--- src/rtl/serial_arith_pkg.sv ---
// ============================================================================
// serial_arith_pkg : shared types and constants for the bit-serial add/sub
// Rev 1.0 - initial release
// ============================================================================
`default_nettype none

package serial_arith_pkg;

  typedef enum logic [1:0] {
    IDLE  = 2'd0,
    SHIFT = 2'd1,
    DONE  = 2'd2
  } state_t;

  localparam logic MODE_ADD = 1'b0;
  localparam logic MODE_SUB = 1'b1;

endpackage

`default_nettype wire

--- src/rtl/full_add_sub_cell.sv ---
// ============================================================================
// full_add_sub_cell : single-bit full adder; subtraction is obtained by the
// caller inverting y and seeding cin with 1.
// Rev 1.0 - initial release
// ============================================================================
`default_nettype none

module full_add_sub_cell (
  input  logic x,
  input  logic y,
  input  logic cin,
  output logic s,
  output logic cout
);

  assign s    = x ^ y ^ cin;
  assign cout = (x & y) | (x & cin) | (y & cin);

endmodule

`default_nettype wire

--- src/rtl/serial_add_sub.sv ---
// ============================================================================
// serial_add_sub : LSB-first bit-serial adder/subtractor, one bit per clock.
// Rev 1.0 - initial release
// ============================================================================
`default_nettype none

module serial_add_sub
  import serial_arith_pkg::*;
#(
  parameter int WIDTH = 8
) (
  input  logic             clk,
  input  logic             rst_n,
  input  logic             start,
  input  logic             mode,
  input  logic [WIDTH-1:0] a,
  input  logic [WIDTH-1:0] b,
  output logic             ready,
  output logic             busy,
  output logic             done,
  output logic [WIDTH-1:0] result,
  output logic             cout,
  output logic             ovf
);

  localparam int CNT_W = $clog2(WIDTH + 1);
  localparam logic [CNT_W-1:0] LAST_CNT = CNT_W'(WIDTH - 1);

  state_t           state_q, state_d;
  logic [WIDTH-1:0] a_sh_q, a_sh_d;
  logic [WIDTH-1:0] b_sh_q, b_sh_d;
  logic [WIDTH-1:0] result_q, result_d;
  logic [CNT_W-1:0] cnt_q, cnt_d;
  logic             carry_q, carry_d;
  logic             mode_q, mode_d;
  logic             cout_q, cout_d;
  logic             ovf_q, ovf_d;
  logic             done_q, done_d;
  logic             ready_q, ready_d;
  logic             busy_q, busy_d;

  logic             w_sum;
  logic             w_carry;

  full_add_sub_cell u_cell (
    .x    (a_sh_q[0]),
    .y    (b_sh_q[0]),
    .cin  (carry_q),
    .s    (w_sum),
    .cout (w_carry)
  );

  always_comb begin
    state_d  = state_q;
    a_sh_d   = a_sh_q;
    b_sh_d   = b_sh_q;
    result_d = result_q;
    cnt_d    = cnt_q;
    carry_d  = carry_q;
    mode_d   = mode_q;
    cout_d   = cout_q;
    ovf_d    = ovf_q;
    done_d   = 1'b0;

    case (state_q)
      IDLE, DONE: begin
        if (start) begin
          // Subtraction is a + ~b + 1: invert b and seed the carry with mode.
          a_sh_d  = a;
          b_sh_d  = (mode == MODE_SUB) ? ~b : b;
          carry_d = mode;
          mode_d  = mode;
          cnt_d   = '0;
          state_d = SHIFT;
        end else begin
          state_d = IDLE;
        end
      end
      SHIFT: begin
        result_d = {w_sum, result_q[WIDTH-1:1]};
        a_sh_d   = a_sh_q >> 1;
        b_sh_d   = b_sh_q >> 1;
        carry_d  = w_carry;
        cnt_d    = cnt_q + 1'b1;
        if (cnt_q == LAST_CNT) begin
          // carry_q here is the carry into the MSB; borrow is the inverted carry.
          cout_d  = (mode_q == MODE_SUB) ? ~w_carry : w_carry;
          ovf_d   = carry_q ^ w_carry;
          done_d  = 1'b1;
          state_d = DONE;
        end
      end
      default: state_d = IDLE;
    endcase

    ready_d = (state_d != SHIFT);
    busy_d  = (state_d == SHIFT);
  end

  always_ff @(posedge clk or negedge rst_n) begin
    if (!rst_n) begin
      state_q  <= IDLE;
      a_sh_q   <= '0;
      b_sh_q   <= '0;
      result_q <= '0;
      cnt_q    <= '0;
      carry_q  <= 1'b0;
      mode_q   <= 1'b0;
      cout_q   <= 1'b0;
      ovf_q    <= 1'b0;
      done_q   <= 1'b0;
      ready_q  <= 1'b1;
      busy_q   <= 1'b0;
    end else begin
      state_q  <= state_d;
      a_sh_q   <= a_sh_d;
      b_sh_q   <= b_sh_d;
      result_q <= result_d;
      cnt_q    <= cnt_d;
      carry_q  <= carry_d;
      mode_q   <= mode_d;
      cout_q   <= cout_d;
      ovf_q    <= ovf_d;
      done_q   <= done_d;
      ready_q  <= ready_d;
      busy_q   <= busy_d;
    end
  end

  assign ready  = ready_q;
  assign busy   = busy_q;
  assign done   = done_q;
  assign result = result_q;
  assign cout   = cout_q;
  assign ovf    = ovf_q;

endmodule

`default_nettype wire

--- config.mk ---
export PLATFORM = sky130hd
export DESIGN_NAME = serial_add_sub
export DESIGN_NICKNAME = d
export VERILOG_FILES = /design/src/rtl/serial_arith_pkg.sv /design/src/rtl/full_add_sub_cell.sv /design/src/rtl/serial_add_sub.sv
export SDC_FILE = /design/constraint.sdc
export NUM_CORES = 1
export LEC_CHECK = 0
export CORE_AREA = 3 3 62 64
export DETAILED_ROUTE_END_ITERATION = 10
export DIE_AREA = 0 0 65 67
export PLACE_DENSITY = 0.75
export RECOVER_POWER = 50
export SYNTH_ARGS = -nofsm -noshare
export SYNTH_HDL_FRONTEND = slang
export SYNTH_SLANG_ARGS = --single-unit
--- constraint.sdc ---
create_clock -name clk -period 2.27 [get_ports clk]
set_clock_uncertainty 0.15 [all_clocks]
set_input_delay 0.454 -clock clk [delete_from_list [all_inputs] [get_ports clk]]
set_output_delay 0.454 -clock clk [all_outputs]
set_load 0.03 [all_outputs]
==> summary by stage, run 1 <==
STA
For the pin with the worst max-slew slack, the measured transition is 0.853 ns. The final count of pins violating max slew is 0. Setup violations remaining at the end of the flow were counted as 0. The ratio of final minimum period to clock period is 93.3%. The remaining max-slew budget at the tightest pin is 43.1%. Setup repair after global routing left no endpoint under its margin. The fmax is 472 MHz. The hold violation count in the final report was 0. After layout, the minimum clock period comes to 2.12 ns. The sum of negative setup slack is 0 ns.

The setup slack of the critical path after layout is 0.152 ns.

Critical path
Together, buffers and inverters on the worst path number 1. The cell count of the worst reg-to-reg path is 3. Along the worst path, the maximum fanout reaches 1. The critical path goes through clkdlybuf4s50_1. The kind of end point of the critical path is an output pin. The worst register-to-register path ends at cout$_DFFE_PN0P_. In this run the number of cells on the critical path is 1. The critical path in this run is classified as reg2out. The worst reg-to-reg setup slack is 0.26 ns. The arrival time of the worst setup path is 1.51 ns. In this design, the largest share of critical-path delay is due to buffers and inverters. At the worst endpoint, the required time is 1.67 ns. In this design, the stage delay of the slowest critical-path cell is 0.66 ns. The startpoint identified for the worst register-to-register timing path is state_q[0]$_DFF_PN0_. The worst setup path is launched from a register. The slowest cell on the critical path is clkdlybuf4s50_1.

Global route
Entering global routing, the biggest net connects 38 pins. The first global-routing pass estimated 4970 um of wire. The overall global routing resource usage is 15.6%.

The number of global-route vias before repair is 1073. The number of antenna violations at the first check in global routing came to 0. The global route total overflow is 0.

Clock tree
The H-tree was split into 2 levels. The total CTS buffers is 5. The number of hold buffers added after CTS is 0. Clock-pin slew was measured on the worst setup and hold paths at 0.10 ns. In this run, post-CTS repair resized a total of 0 instances.

The cell chosen for the clock root is clkbuf_4. Counting along the longest clock path gives a buffer depth of 2. Buffers added to address setup during post-CTS repair amount to 0. The clock insertion delay at the later pin of the skew report is 0.34 ns. CTS saw 37 sinks.

TritonCTS built the clock tree.

Finish
After the last flow step, the layout net total stands at 173. In the final layout, the share of cells above drive strength 1 is 15.8%. The layout overhead on the synthesized area is 23.1%. In the layout the commonest cells are 36 x dfrtp_1, 30 x clkdlybuf4s50_1, 11 x mux2_2, 11 x a22o_1.

The leading cell type in the layout, fill and taps excluded is dfrtp_1. The finished cells cover 0.00202 mm^2. The final core area utilization is 60.7%. The number of antenna diodes in the final layout is 0.

Die
The width of the chip is 65 um. From bottom edge to top edge, the die measures 67 um. The I/O pin count is 33.

The number of placement rows is 21. For this configuration, the core starts out at a cell density of 49.3%. The die covers 0.00436 mm^2. The placeable core region is 0.00334 mm^2.

Pwr
The design draws 2.92 mW. Across the VDD grid, the largest voltage drop is 0.000515 V. The areal power density over the cells is 1440 mW/mm^2. The static leakage power is 0.931 nW.

Worst hold path
The startpoint of the tightest hold check path is cnt_q[3]$_DFFE_PN0P_. The worst hold path class is reg2reg. Counting instances, the worst hold path has a depth of 1.

The terminating pin of the worst hold path is cnt_q[3]$_DFFE_PN0P_.

Route
The residual DRC count is 0. Summed over all nets, wire length on met2 after detailed routing comes to 1350 um. In the final routed layout, each cell accounts on average for 13.9 um. The detailed route wirelength on metal3 is 205 um. The final layout contains routed wiring with a total length of 2760 um. For this run, the detailed router's first-pass iteration total came to 4. In the routed layout, each cell is associated on average with a via count of 5.26.

The top routing layer in use is met4. The residual antenna-violating net count after detailed routing is 0. The total routed wire length on the met1 layer is 1150 um. After the first detailed-routing iteration, the DRC count stood at 61. The routed layout has 1042 vias.

Run status
The run finished with clean final reports.

Placed design
Port buffering added 32 buffers. At the end of routability-driven placement, the weighted congestion stood at 0.699. The setup slack after placement is 0.279 ns. The instance area at placement is 0.00197 mm^2. The half-perimeter wire length after placement is 1910 um.

Logic synthesis
The number of nets in the synthesized netlist is 140. The number of standard cells after synthesis is 118. After synthesis, the largest family of logic cells by area is compound AO/OA/AOI/OAI gates.

The area share of fa/ha/maj cells after synthesis is 1.98%. For this run, the register share of the synthesized area comes to 56.4%. The synthesized-area fraction occupied by ao, oa, aoi and oai cells is 14.7%. Dividing the synthesized area by the synthesized cell count gives 13.9 um^2. The cell area after synthesis is 0.00164 mm^2. Of the total synthesized cell area, the portion taken by XOR and XNOR cells is 5.33%. The distinct cell type count of the synthesized netlist is 28. In the synthesized netlist, mux cells make up 8.75% of the area. The yosys synthesis warning count is 0.

The count of state elements after synthesis is 37. The simple logic cell fraction of the synthesized area is 7.69%.

Run
The max-capacitance violation count is 0.
per-stage QoR:
stage	hold WS [ns]	cells
after global placement	0.302	190
after detailed placement	0.320	190
after CTS	0.344	198
after floorplan	0.00841	118
after global routing	0.363	198
final	0.337	198
final cells by class:
class,count,area [um^2]
fillers,277,1310
flip-flops and latches,37,927
multi-input cells,71,617
repair buffers,34,345
clock buffers,7,65.1
well taps,46,57.6
inverters,2,7.51
clock inverters,1,5.00
sequential cells by signal (all words and copies together) (netlist names):
| signal | flops |
|---|---|
| carry_q | 1 |
| state_q | 2 |
| cout | 1 |
| done | 1 |
| b_sh_q | 8 |
| a_sh_q | 8 |
| busy | 1 |
| mode_q | 1 |
| ready | 1 |
| ovf | 1 |
| result | 8 |
| cnt_q | 4 |
routing by layer:
metal,vias up,global-route usage (%)
met2,34,24.9
li1,491,-
met3,6,6.41
met5,-,0
met1,511,18.0
met4,0,7.92
where the power goes:
| group | switching (mW) | total (mW) | internal (mW) |
|---|---|---|---|
| registers | 0.185 | 1.15 | 0.968 |
| logic | 0.671 | 1.38 | 0.710 |
| clock network | 0.207 | 0.387 | 0.180 |
| total | 1.06 | 2.92 | 1.86 |
worst reg2reg max path, stage by stage (launching register included):
cell and delay, ns:
dfrtp_1 0.37, nor2b_1 0.68, nor2b_1 0.33, mux2_2 0.37
kinds of logic (layout without fill, tap and decap cells):
| kind of cell | after synthesis | count (layout) |
|---|---|---|
| buffers and inverters | 10 | 44 |
| adder cells (fa/ha/maj) | 2 | 2 |
| AO/OA/AOI/OAI | 28 | 28 |
| flip-flops | 37 | 37 |
| XOR/XNOR | 10 | 10 |
| AND/OR/NAND/NOR | 18 | 18 |
| multiplexers | 13 | 13 |
how the worst max path moves through the flow:
stage,slack (ns),startpoint,to
5_1_grt,0.1,ready$_DFF_PN1_,ready
3_3_place_gp,0.34,mode,b_sh_q[5]$_DFFE_PN0P_
3_5_place_dp,0.28,mode,b_sh_q[5]$_DFFE_PN0P_
2_1_floorplan,0.70,carry_q$_DFFE_PN0P_,ovf$_DFFE_PN0P_
4_1_cts,0.13,ready$_DFF_PN1_,ready
6_report,0.15,ready$_DFF_PN1_,ready
Yosys cell counts:
library cell	count	share of area, %
nand4_1	1	0.38
a22o_1	11	5.9
and2b_4	1	0.61
and2_1	1	0.38
dfrtp_1	36	55
a21o_1	8	3.7
nor2b_1	2	0.76
a21oi_1	1	0.30
xor2_1	3	1.6
nor2_1	7	1.6
nand2_1	1	0.23
nand3b_1	1	0.46
ha_1	1	0.76
a221o_1	8	4.9
buf_4	2	0.91
mux2_2	11	7.5
buf_12	1	1.2
mux2i_1	2	1.2
buf_6	3	2.1
dfstp_2	1	1.6
nand2b_1	1	0.38
buf_2	1	0.30
nor2_8	1	1.2
inv_1	2	0.46
nor2b_4	2	1.7
fa_1	1	1.2
xnor2_1	7	3.7
clkbuf_1	1	0.23
No activity file was read; power rests on OpenSTA's default activity.
==> run 2: changes to the inputs <==
--- a/config.mk
+++ b/config.mk
@@ -5,10 +5,10 @@
 export SDC_FILE = /design/constraint.sdc
 export NUM_CORES = 1
 export LEC_CHECK = 0
-export CORE_AREA = 3 3 62 64
+export CORE_AREA = 3 3 60 67
 export DETAILED_ROUTE_END_ITERATION = 10
-export DIE_AREA = 0 0 65 67
-export PLACE_DENSITY = 0.75
+export DIE_AREA = 0 0 63 70
+export PLACE_DENSITY = 0.74
 export RECOVER_POWER = 50
 export SYNTH_ARGS = -nofsm -noshare
 export SYNTH_HDL_FRONTEND = slang
==> run 2 against run 1 <==
Non-clock buffer count unchanged. First-iteration DRC count decreased by 9.8%. Critical path depth unchanged. Via count decreased by 2.0%. Final cell count increased by 1.0%. Count of clock-buffer cells in the layout unchanged. Worst hold slack improved by 0.0036 ns. Clock power increased by 24%. Global-route usage decreased by 2.1 points. Worst setup slack got worse by 0.011 ns. Register-to-register slack improved by 0.37 ns. Critical endpoint unchanged. Largest cell class unchanged.
==> summary by stage, run 2 (synthesized netlist as in run 1, its figures left out) <==
Global route
The global route total overflow is 0 (unchanged). The pin count of the biggest net entering global routing is 38 (unchanged). The wire length of the first global-routing pass is 4690 um (was 4970 um). The overall global routing resource usage is 13.5% (was 15.6%). The number of antenna violations at the first check in global routing was 0 (unchanged).

The number of global-route vias before repair is 1019 (was 1073).

Clock tree
The post-cts resize count is 0 (unchanged). The TritonCTS clock tree is yes (unchanged). The cell chosen for the clock root is clkbuf_4 (unchanged). The clock insertion delay at the later pin of the skew report was 0.34 ns (about the same).

The number of hold buffers added after CTS is 0 (unchanged). The maximum number of buffers from clock root to sink is 2 (unchanged). The clock edge transition at the registers on the reported setup and hold paths is 0.11 ns (was 0.10 ns). The total number of clock tree sinks is 37 (unchanged). The total setup buffers inserted after CTS came to 0 (unchanged). The total CTS buffers is 5 (unchanged). The H-tree depth reported by CTS is 2 (unchanged).

Route
The final routed wire length divided by cell count came to 13.7 um (was 13.9 um). The routed wire length is 2740 um (was 2760 um). The detail-routed via count per cell is 5.11 (was 5.26). The total vias in the final route is 1021 (was 1042). The detailed-router iteration count before antenna repair came to 4 (unchanged). The number of DRC violations after detailed-routing iteration 0 came to 55 (was 61).

The residual antenna-violating net count after detailed routing is 0 (unchanged). The residual DRC count was 0 (unchanged).

Die
The number of placement rows is 22 (was 21). The width of the chip came to 63 um (was 65 um). The overall die area was 0.00441 mm^2 (was 0.00436 mm^2). The placeable core region is 0.00339 mm^2 (was 0.00334 mm^2).

The height of the chip was 70 um (was 67 um). The I/O pin count is 33 (unchanged). The initial core utilization was 48.6% (was 49.3%).

Run status
Result of the run: finished clean (unchanged).

Pwr
The static leakage power is 0.949 nW (was 0.931 nW). The largest vdd supply drop came to 0.000681 V (was 0.000515 V). The areal power density over the cells is 1470 mW/mm^2 (was 1440 mW/mm^2). The overall power after layout is 3.03 mW (was 2.92 mW).

Critical path
The maximum cell stage delay along the critical path came to 0.66 ns (about the same). The cell count of the worst reg-to-reg path is 3 (unchanged). Cells traversed along the worst timing path: clkdlybuf4s50_1 (unchanged). The critical path class is reg2out (unchanged). The kind of cell adding the most delay to the critical path is buffers and inverters (unchanged).

The critical path launch point is ready$_DFF_PN1_ (unchanged). The count of buffer and inverter cells on the critical path is 1 (unchanged). The worst reg-to-reg setup slack is 0.63 ns (was 0.26 ns).

The startpoint kind of the worst setup timing path was a register (unchanged). The worst flop-to-flop path endpoint is ovf$_DFFE_PN0P_ (was cout$_DFFE_PN0P_). The kind of end point of the critical path is an output pin (unchanged). The required time at the endpoint of the critical path is 1.67 ns (about the same). The startpoint of the worst register-to-register path is carry_q$_DFFE_PN0P_ (was state_q[0]$_DFF_PN0_). The number of logic stages on the critical path including buffering was 1 (unchanged). The slowest cell on the critical path is clkdlybuf4s50_1 (unchanged). The arrival time of the worst setup path came to 1.53 ns (was 1.51 ns). The capturing element of the worst setup path is ready (unchanged). The worst-path maximum fanout came to 1 (unchanged).

Finish
The final core area utilization is 60.8% (was 60.7%). The final layout net count is 173 (unchanged). The leading cell type in the layout, fill and taps excluded is dfrtp_1 (unchanged). The fraction of layout cells with a size suffix above 1 is 16.4% (was 15.8%). Commonest non-fill, non-tap cells in the layout: 36 x dfrtp_1, 30 x clkdlybuf4s50_1, 11 x mux2_2, 11 x a22o_1 (unchanged). The layout overhead on the synthesized area is 25.1% (was 23.1%).

The post-route non-filler standard cell count is 200 (was 198). The antenna diode count is 0 (unchanged).

STA
The number of setup violations in the final report is 0 (unchanged). The hold violation count in the final report was 0 (unchanged). The final count of pins violating max slew came to 0 (unchanged).

The pin slew with the least headroom to its limit was 0.885 ns (was 0.853 ns). The fmax is 470 MHz (was 472 MHz). The setup slack of the critical path after layout was 0.141 ns (was 0.152 ns).

Unrepaired setup endpoints after global routing: false (unchanged). The sum of negative setup slack is 0 ns (unchanged). The minimum clock period is 2.13 ns (was 2.12 ns).

The remaining max-slew budget at the tightest pin is 41.0% (was 43.1%). The ratio of final minimum period to clock period came to 93.8% (was 93.3%).

Run
The max-capacitance violation count is 0 (unchanged).

Placed design
The cell total after placement came to 192 (was 190). The half-perimeter wire length after placement was 1900 um (was 1910 um). The number of port buffers is 32 (unchanged). The placer congestion estimate came to 0.741 (was 0.699). The setup slack after placement came to 0.274 ns (was 0.279 ns).

Worst hold path
The hold-critical path depth is 1 (unchanged). The worst hold path class is reg2reg (unchanged).
## run 2: cell count changes in the layout (fill, tap and decap cells not counted)
cell       before  now
nor2b_1         4    2
nor2b_4         0    2
bufinv_16       0    1
clkbuf_1        0    1
clkbuf_8        2    1
clkinv_2        1    0
## run 2: how the worst min path moves through the flow
stage / start / endpoint / slack [ns]
floorplan: rst_n / a_sh_q[0]$_DFFE_PN0P_ / 0.008
global placement: cnt_q[3]$_DFFE_PN0P_ / cnt_q[3]$_DFFE_PN0P_ / 0.30
detailed placement: a_sh_q[6]$_DFFE_PN0P_ / a_sh_q[6]$_DFFE_PN0P_ / 0.32
CTS: a_sh_q[6]$_DFFE_PN0P_ / a_sh_q[6]$_DFFE_PN0P_ / 0.34
global route: a_sh_q[1]$_DFFE_PN0P_ / a_sh_q[1]$_DFFE_PN0P_ / 0.36
finish: a_sh_q[6]$_DFFE_PN0P_ / a_sh_q[6]$_DFFE_PN0P_ / 0.34
## run 2: stage by stage
step	cell area, um^2	hold slack, ns
after global placement	1970	0.301
after global routing	2060	0.364
after CTS	2060	0.344
final	2060	0.340
after floorplan	1640	0.00841
after detailed placement	1970	0.320
## run 2: layout make-up
cell class              instances  area [um^2]
clock buffers                   7         55.1
multi-input cells              71          632
clock inverters                 1         30.0
fillers                       283         1330
well taps                      48         60.1
inverters                       2         7.51
repair buffers                 34          345
flip-flops and latches         37          927
## run 2: report_power, final
group	switching (mW)	internal [mW]
clock network	0.214	0.263
logic	0.673	0.725
registers	0.188	0.968
## run 2: routing by layer
layer	GRT usage (%)	up-vias	share of wire [%]
met5	0	-	0
met4	4.90	0	1.2
met3	5.14	5	6.7
met2	21.8	38	51
met1	16.5	488	41
li1	-	490	-
